**config.mk**
```make
export PLATFORM = sky130hd
export DESIGN_NAME = pc_sequencer
export DESIGN_NICKNAME = d
export VERILOG_FILES = /design/src/rtl/pc_sequencer.sv
export SDC_FILE = /design/constraint.sdc
export NUM_CORES = 1
export LEC_CHECK = 0
export BUFFER_PORTS_ARGS = -buffer_cell sky130_fd_sc_hd__buf_2
export CAP_MARGIN = 20
export CORE_MARGIN = 1
export CORE_UTILIZATION = 30
export DETAILED_ROUTE_END_ITERATION = 6
export GPL_ROUTABILITY_DRIVEN = 1
export PLACE_DENSITY = 0.68
export SYNTH_ARGS = -nofsm -noshare
export SYNTH_HDL_FRONTEND = slang
export SYNTH_SLANG_ARGS = --single-unit
```
**constraint.sdc**
```tcl
create_clock -name clk_i -period 6.7 [get_ports clk_i]
set_clock_uncertainty 0.2 [all_clocks]
set_input_delay 0.67 -clock clk_i [delete_from_list [all_inputs] [get_ports clk_i]]
set_output_delay 0.67 -clock clk_i [all_outputs]
set_load 0.03 [all_outputs]
```
**src/rtl/pc_sequencer.sv**
```systemverilog
// Next-PC selection and pipeline stall/flush control for a single-issue core.
// Handles load-use hazards, multi-cycle mul/div stalls, exceptions and exception return.
module pc_sequencer #(
  parameter logic [31:0] PC_START_ADDR = 32'h0040_0000,
  parameter logic [31:0] EXC_VECTOR    = 32'h0040_0004,
  parameter int unsigned MD_CYCLES     = 32
) (
  input  logic        clk_i,
  input  logic        rst_n_i,
  input  logic [31:0] pc_cur_i,
  input  logic        ex_mem_read_i,
  input  logic [4:0]  ex_rt_i,
  input  logic [4:0]  id_rs_i,
  input  logic [4:0]  id_rt_i,
  input  logic        br_taken_i,
  input  logic [31:0] br_target_i,
  input  logic        jmp_i,
  input  logic [31:0] jmp_target_i,
  input  logic        exc_i,
  input  logic        eret_i,
  input  logic [31:0] epc_i,
  input  logic        md_start_i,
  output logic [31:0] pc_next_o,
  output logic        stall_o,
  output logic        flush_o,
  output logic        busy_o,
  output logic [1:0]  state_o,
  output logic [31:0] stall_cnt_o
);

  typedef enum logic [1:0] {
    RUN       = 2'd0,
    MD_WAIT   = 2'd1,
    EXC_FLUSH = 2'd2,
    ILLEGAL   = 2'd3
  } state_t;

  // Counter reload value: MD_WAIT lasts for counts MD_CYCLES-1 down to 0.
  localparam logic [7:0] MD_LOAD = 8'(MD_CYCLES - 1);

  state_t      state, state_nxt;
  logic [7:0]  md_cnt, md_cnt_nxt;
  logic [31:0] stall_cnt;
  logic        hazard;
  logic [31:0] pc_plus4;

  function automatic logic [31:0] sat_inc(input logic [31:0] v);
    return (v == 32'hFFFF_FFFF) ? v : v + 32'd1;
  endfunction

  assign hazard   = ex_mem_read_i && (ex_rt_i != 5'd0) &&
                    ((ex_rt_i == id_rs_i) || (ex_rt_i == id_rt_i));
  assign pc_plus4 = pc_cur_i + 32'd4;

  // State register, mul/div down-counter and stall statistics
  always_ff @(posedge clk_i or negedge rst_n_i) begin
    if (!rst_n_i) begin
      state     <= RUN;
      md_cnt    <= '0;
      stall_cnt <= '0;
    end else begin
      state  <= state_nxt;
      md_cnt <= md_cnt_nxt;
      if (stall_o) stall_cnt <= sat_inc(stall_cnt);
    end
  end

  always_comb begin
    state_nxt  = state;
    md_cnt_nxt = md_cnt;
    unique case (state)
      RUN: begin
        if (exc_i) begin
          state_nxt = EXC_FLUSH;
        end else if (md_start_i) begin
          state_nxt  = MD_WAIT;
          md_cnt_nxt = MD_LOAD;
        end
      end
      MD_WAIT: begin
        if (exc_i) begin
          state_nxt  = EXC_FLUSH;
          md_cnt_nxt = '0;
        end else if (md_cnt == 8'd0) begin
          state_nxt = RUN;
        end else begin
          md_cnt_nxt = md_cnt - 8'd1;
        end
      end
      EXC_FLUSH: state_nxt = exc_i ? EXC_FLUSH : RUN;
      default: begin
        state_nxt  = RUN;
        md_cnt_nxt = '0;
      end
    endcase
  end

  // Outputs are forced to their idle values while reset is held, whatever the inputs do.
  always_comb begin
    stall_o   = 1'b0;
    flush_o   = 1'b0;
    pc_next_o = PC_START_ADDR;
    if (rst_n_i) begin
      stall_o = !exc_i && (((state == RUN) && hazard) || (state == MD_WAIT));
      flush_o = exc_i || eret_i || (state == EXC_FLUSH);
      if (exc_i)                    pc_next_o = EXC_VECTOR;
      else if (eret_i)              pc_next_o = epc_i;
      else if (stall_o)             pc_next_o = pc_cur_i;
      else if (state == EXC_FLUSH)  pc_next_o = pc_plus4;
      else if (br_taken_i)          pc_next_o = br_target_i;
      else if (jmp_i)               pc_next_o = jmp_target_i;
      else                          pc_next_o = pc_plus4;
    end
  end

  assign busy_o      = (state == MD_WAIT);
  assign state_o     = state;
  assign stall_cnt_o = stall_cnt;

endmodule
```
[After elaboration in Yosys (flattened, before gate mapping)]
Cells that the tools add are included.
W data, S select, Z words.
Word-level totals
  register bits: 42
  input bits: 151
Cells by class
  bitwise gates (word level): 2
  reductions and logical operators: 15
  $add $sub $neg: 3
  mux-type cells: 20
  equal/unequal tests: 10
Operators by type and width (count)
  $mux W32: 7
  $add A32 B1 Y32 const B: 1
  $add A32 B3 Y32 const B: 1
  $eq A32 B32 Y1 const B: 1
  $mux W8: 4
  $pmux W8 S3: 1
  $eq A5 B5 Y1: 2
  $mux W2: 5
  $logic_not A8 Y1: 1
  $sub A8 B1 Y8 const B: 1
  $ne A3 B3 Y1 const B: 2
  $pmux W2 S3: 1
  $reduce_bool A5 Y1: 1
  $logic_and A1 B1 Y1: 4
  $logic_or A1 B1 Y1: 4
  $ne A2 B2 Y1 const B: 2
  $reduce_and A2 Y1: 2
  $reduce_and A4 Y1: 1
  $ne A3 B2 Y1 const B: 1
  $eq A2 B1 Y1 const B: 1
  $eq A2 B2 Y1 const B: 1
  $logic_not A2 Y1: 1
  $mux W1: 2
  $not A1 Y1: 2
  $logic_not A1 Y1: 1

[Depth between registers and ports, before layout]
  word-level depth: 10
  mapped depth: 11
  depth with buffers taken out: 9

[Least setup slack after synthesis]
Ideal clock, no wire load.
  kind: register to output
  start point: register state[1], in the netlist state_o[1]
  end point: output pc_next_o[29]
  setup slack: 3082 ps
  cell stages (with the launch flop): 9
  data arrival time: 2748 ps
  path through: dfrtp_1 inv_1 ha_1 nor2b_1 a21o_1 buf_2 buf_2 o21ai_0 a311oi_1
On the way
  elaborated cells between the ends (all ways): 11
  those cells by class: eq/ne: 2; mux: 5; reduce/logical: 4
RTL lines
  start: declaration: line 41  | state_t state, state_nxt;
  start signal: assignment: line 62  | state <= state_nxt;
  $eq A2 B1 Y1
  net busy_o: line 26  | output logic busy_o,
  $logic_or A1 B1 Y1: line 104  | stall_o = !exc_i && (((state == RUN) && hazard) || (state == MD_WAIT));
  $logic_and A1 B1 Y1: line 104
  $mux W32: line 108  | else if (stall_o) pc_next_o = pc_cur_i;
  $mux W32: line 107  | else if (eret_i) pc_next_o = epc_i;
  $mux W32: line 106  | if (exc_i) pc_next_o = EXC_VECTOR;
  $mux W32: line 103  | if (rst_n_i) begin
  end: declaration: line 23  | output logic [31:0] pc_next_o,
The timed path passes the listed nets, and every way through them passes these cells.

[Worst setup path after layout]
  start point: input br_taken_i
  end point: output pc_next_o[25]
On the way
  cells in the longest elaborated chain, start to end: 6
Ends and longest elaborated chain
  start: declaration: line 15  | input logic br_taken_i,
  $mux W32: line 110  | else if (br_taken_i) pc_next_o = br_target_i;
  $mux W32: line 109  | else if (state == EXC_FLUSH) pc_next_o = pc_plus4;
  $mux W32: line 108
  $mux W32: line 107
  $mux W32: line 106
  $mux W32: line 103
Every way passes these cells.

==> run summary <==
Status -> finished, final reports clean
DRT antenna net count -> 0
Dpl ws -> 2.61 ns
Layout cells sized above 1 -> 32.5%
Sequential share of power -> 26.7%
Comb power frac -> 53.2%
Switching Share -> 45.8%
WP data arrival -> 3.25 ns
Vias per inst -> 5.59
WL final -> 18.1 mm
Finish-stage setup viols -> 0
Post_cts resized -> 0
Total grt overflow -> 0
Initial Util -> 31.2%
Register area share after synthesis -> 24.0%
GRT Util Overall -> 23.0%
Max cap viols -> 0
Crit end category -> output pin
Wire length per cell -> 18.7 µm
Post-route cell area -> 5760 µm²
Via count -> 5421
Most used DFF post-synth -> dfrtp_1
Die ar. -> 15100 µm²
First-pass GRT wire length -> 26.7 mm
I/O Pins -> 220
Worst vdd ir -> 0.103 mV
Critical setup path kind -> input port to output pin
Cell Area, Synth -> 4380 µm²
Clock sink count -> 42
Int Power -> 654 µW
Setup Buffers After CTS -> 0
Period utilization -> 61.5%
Worst Path Max Fanout -> 29
Clock power frac -> 20.1%
Worst Setup Slack, final -> 2.58 ns
Initial antenna violation count -> 3
Synthesized flop and latch total -> 42
Synthesized area per cell -> 7.42 µm²
Hpwl dp -> 13.9 mm
Worst skew pair latency -> 0.28 ns
Switching Power -> 553 µW
Unique masters post-synth -> 64
Post-synthesis net count -> 749
Die X -> 123 µm
Root buffer cell -> clkbuf_16
Hold Crit Class -> flop to flop
DRC violations left -> 0
Max frequency -> 243 MHz
Die Y -> 123 µm
Setup TNS -> 0 ns
Syn. warnings -> 0
Commonest non-fill, non-tap cells in the layout -> buf_2 (220), nor2_1 (69), nand2_1 (63)
Slew @ Worst Pin -> 1.04 ns
Routability Congestion -> 0.919
EDFF count, synth -> 0
CTS tree -> built
WP data required -> 5.83 ns
Hold_buf cts -> 0
Placed cells -> 958
Slew HR -> 30.5%
Power consumption -> 1210 µW
Crit path launch type -> input port
Power per cell area -> 210 nW/µm²
Unrepaired setup endpoints after global routing -> false
Row Count -> 43
Max Root-Sink Buffers -> 2
IO Port Bufs -> 219
Most common cell after layout, fill and taps aside -> buf_2
Cts bufs inserted -> 5
H-tree depth -> 2
Hold Fails Final Rpt -> 0
Pre-antenna DRT Iters -> 5
Vias in the first global route -> 5137
Leak -> 0.00284 µW
Final cell count without fillers -> 969
Placed Instance Area -> 5590 µm²
Initial detailed-routing violation count -> 362
Fraction of registers with async set/reset -> 100%
Clock Pin Slew Worst Setup and Hold Paths -> 0.06 ns
Fin nets -> 945
Mapped Cells -> 590
Area growth syn-to-layout -> 31.5%
Core ar. -> 14000 µm²
Slew Limit Fails -> 0
Min cycle time layout -> 4.12 ns
Largest net degree at the start of global routing -> 49
## logic make-up (layout without fill, tap and decap cells)
logic type / Yosys count / in the layout / synth area share, %
adder cells (fa/ha/maj): 8 / 8 / 2.29
flip-flops: 42 / 42 / 24.0
multiplexers: 4 / 4 / 0.943
AND/OR/NAND/NOR: 252 / 252 / 31.1
XOR/XNOR: 50 / 50 / 10.0
buffers and inverters: 60 / 257 / 5.57
AO/OA/AOI/OAI: 174 / 174 / 26.1
other: 0 / 2 / 0
## through the flow
step / hold slack, ns / util [%]
after detailed placement: 0.280 / 39.8
final: 0.287 / 41.0
after floorplan: 0.174 / -
after CTS: 0.289 / 40.9
after global routing: 0.320 / 41.0
after global placement: 0.275 / 39.8
## sequential cells by signal (all words and copies together) (netlist names)
name / count
state_o: 2
stall_cnt_o: 32
md_cnt: 8
## critical path, cell delays in order
cell	delay [ns]
buf_2	0.47
clkinv_1	0.55
nand2_1	0.48
o22ai_1	0.13
a221oi_1	0.25
a211oi_1	0.08
nor3_1	0.33
buf_2	0.27
## synth_stat cells, drive strengths merged (5+ instances only)
cell type | n | area, µm²
a22oi | 13 | 97.6
o22a | 6 | 52.6
and4 | 10 | 87.6
dfrtp | 42 | 1050
o22ai | 10 | 62.6
nor3 | 25 | 178
nor2 | 69 | 259
o21ai | 44 | 220
inv | 21 | 78.8
nand2 | 63 | 236
nand2b | 5 | 38.8
clkbuf | 30 | 113
ha | 8 | 100
and3 | 11 | 68.8
nand3 | 20 | 100
buf | 8 | 48.8
a31oi | 10 | 62.6
xnor2 | 21 | 184
nor4 | 13 | 124
a21oi | 39 | 199
nand4 | 23 | 174
a211oi | 9 | 80.1
xor2 | 29 | 254
a221oi | 11 | 96.3
o221ai | 5 | 43.8
## cell type report
| type | instances | area (µm²) |
|---|---|---|
| Sequential cell | 42 | 1050 |
| Antenna cell | 2 | 5.00 |
| Clock inverter | 2 | 12.5 |
| Timing Repair Buffer | 227 | 1160 |
| Multi-Input combinational cell | 488 | 3080 |
| Fill cell | 1521 | 8290 |
| Tap cell | 180 | 225 |
| Clock buffer | 6 | 139 |
| Inverter | 22 | 82.6 |
## routing by layer
layer / share of wire [%] / up-vias / track usage (%) / wire length (µm)
met3: 7.2 / 31 / 3.67 / 1310
li1: - / 2580 / - / -
met2: 50 / 252 / 41.3 / 8990
met5: 0.072 / - / 0 / 13
met1: 40 / 2556 / 27.2 / 7330
met4: 2.6 / 2 / 8.61 / 474
## path summary, 6_finish.rpt
kind / cells after the start / startpoint / to / slack (ns)
max in group asynchronous: 2 / rst_n_i / stall_cnt_o[21]$_DFFE_PN0P_ / 5.53
min: 1 / stall_cnt_o[28]$_DFFE_PN0P_ / stall_cnt_o[28]$_DFFE_PN0P_ / 0.29
max reg2reg: 9 / state_o[1]$_DFFE_PN0P_ / stall_cnt_o[23]$_DFFE_PN0P_ / 3.60
max: 8 / br_taken_i / pc_next_o[25] / 2.58
min reg2reg: 1 / stall_cnt_o[28]$_DFFE_PN0P_ / stall_cnt_o[28]$_DFFE_PN0P_ / 0.29
min in group asynchronous: 2 / rst_n_i / stall_cnt_o[10]$_DFFE_PN0P_ / 0.37
## power groups by stage
stage | Sequential [µW] | Clock (µW) | Combinational [µW]
after floorplan | 340 | 0 | 404
after global placement | 325 | 0 | 627
after detailed placement | 326 | 0 | 636
after CTS | 321 | 247 | 639
after global routing | 327 | 257 | 705
final | 322 | 243 | 642
Power figures use the tool's default switching activity.
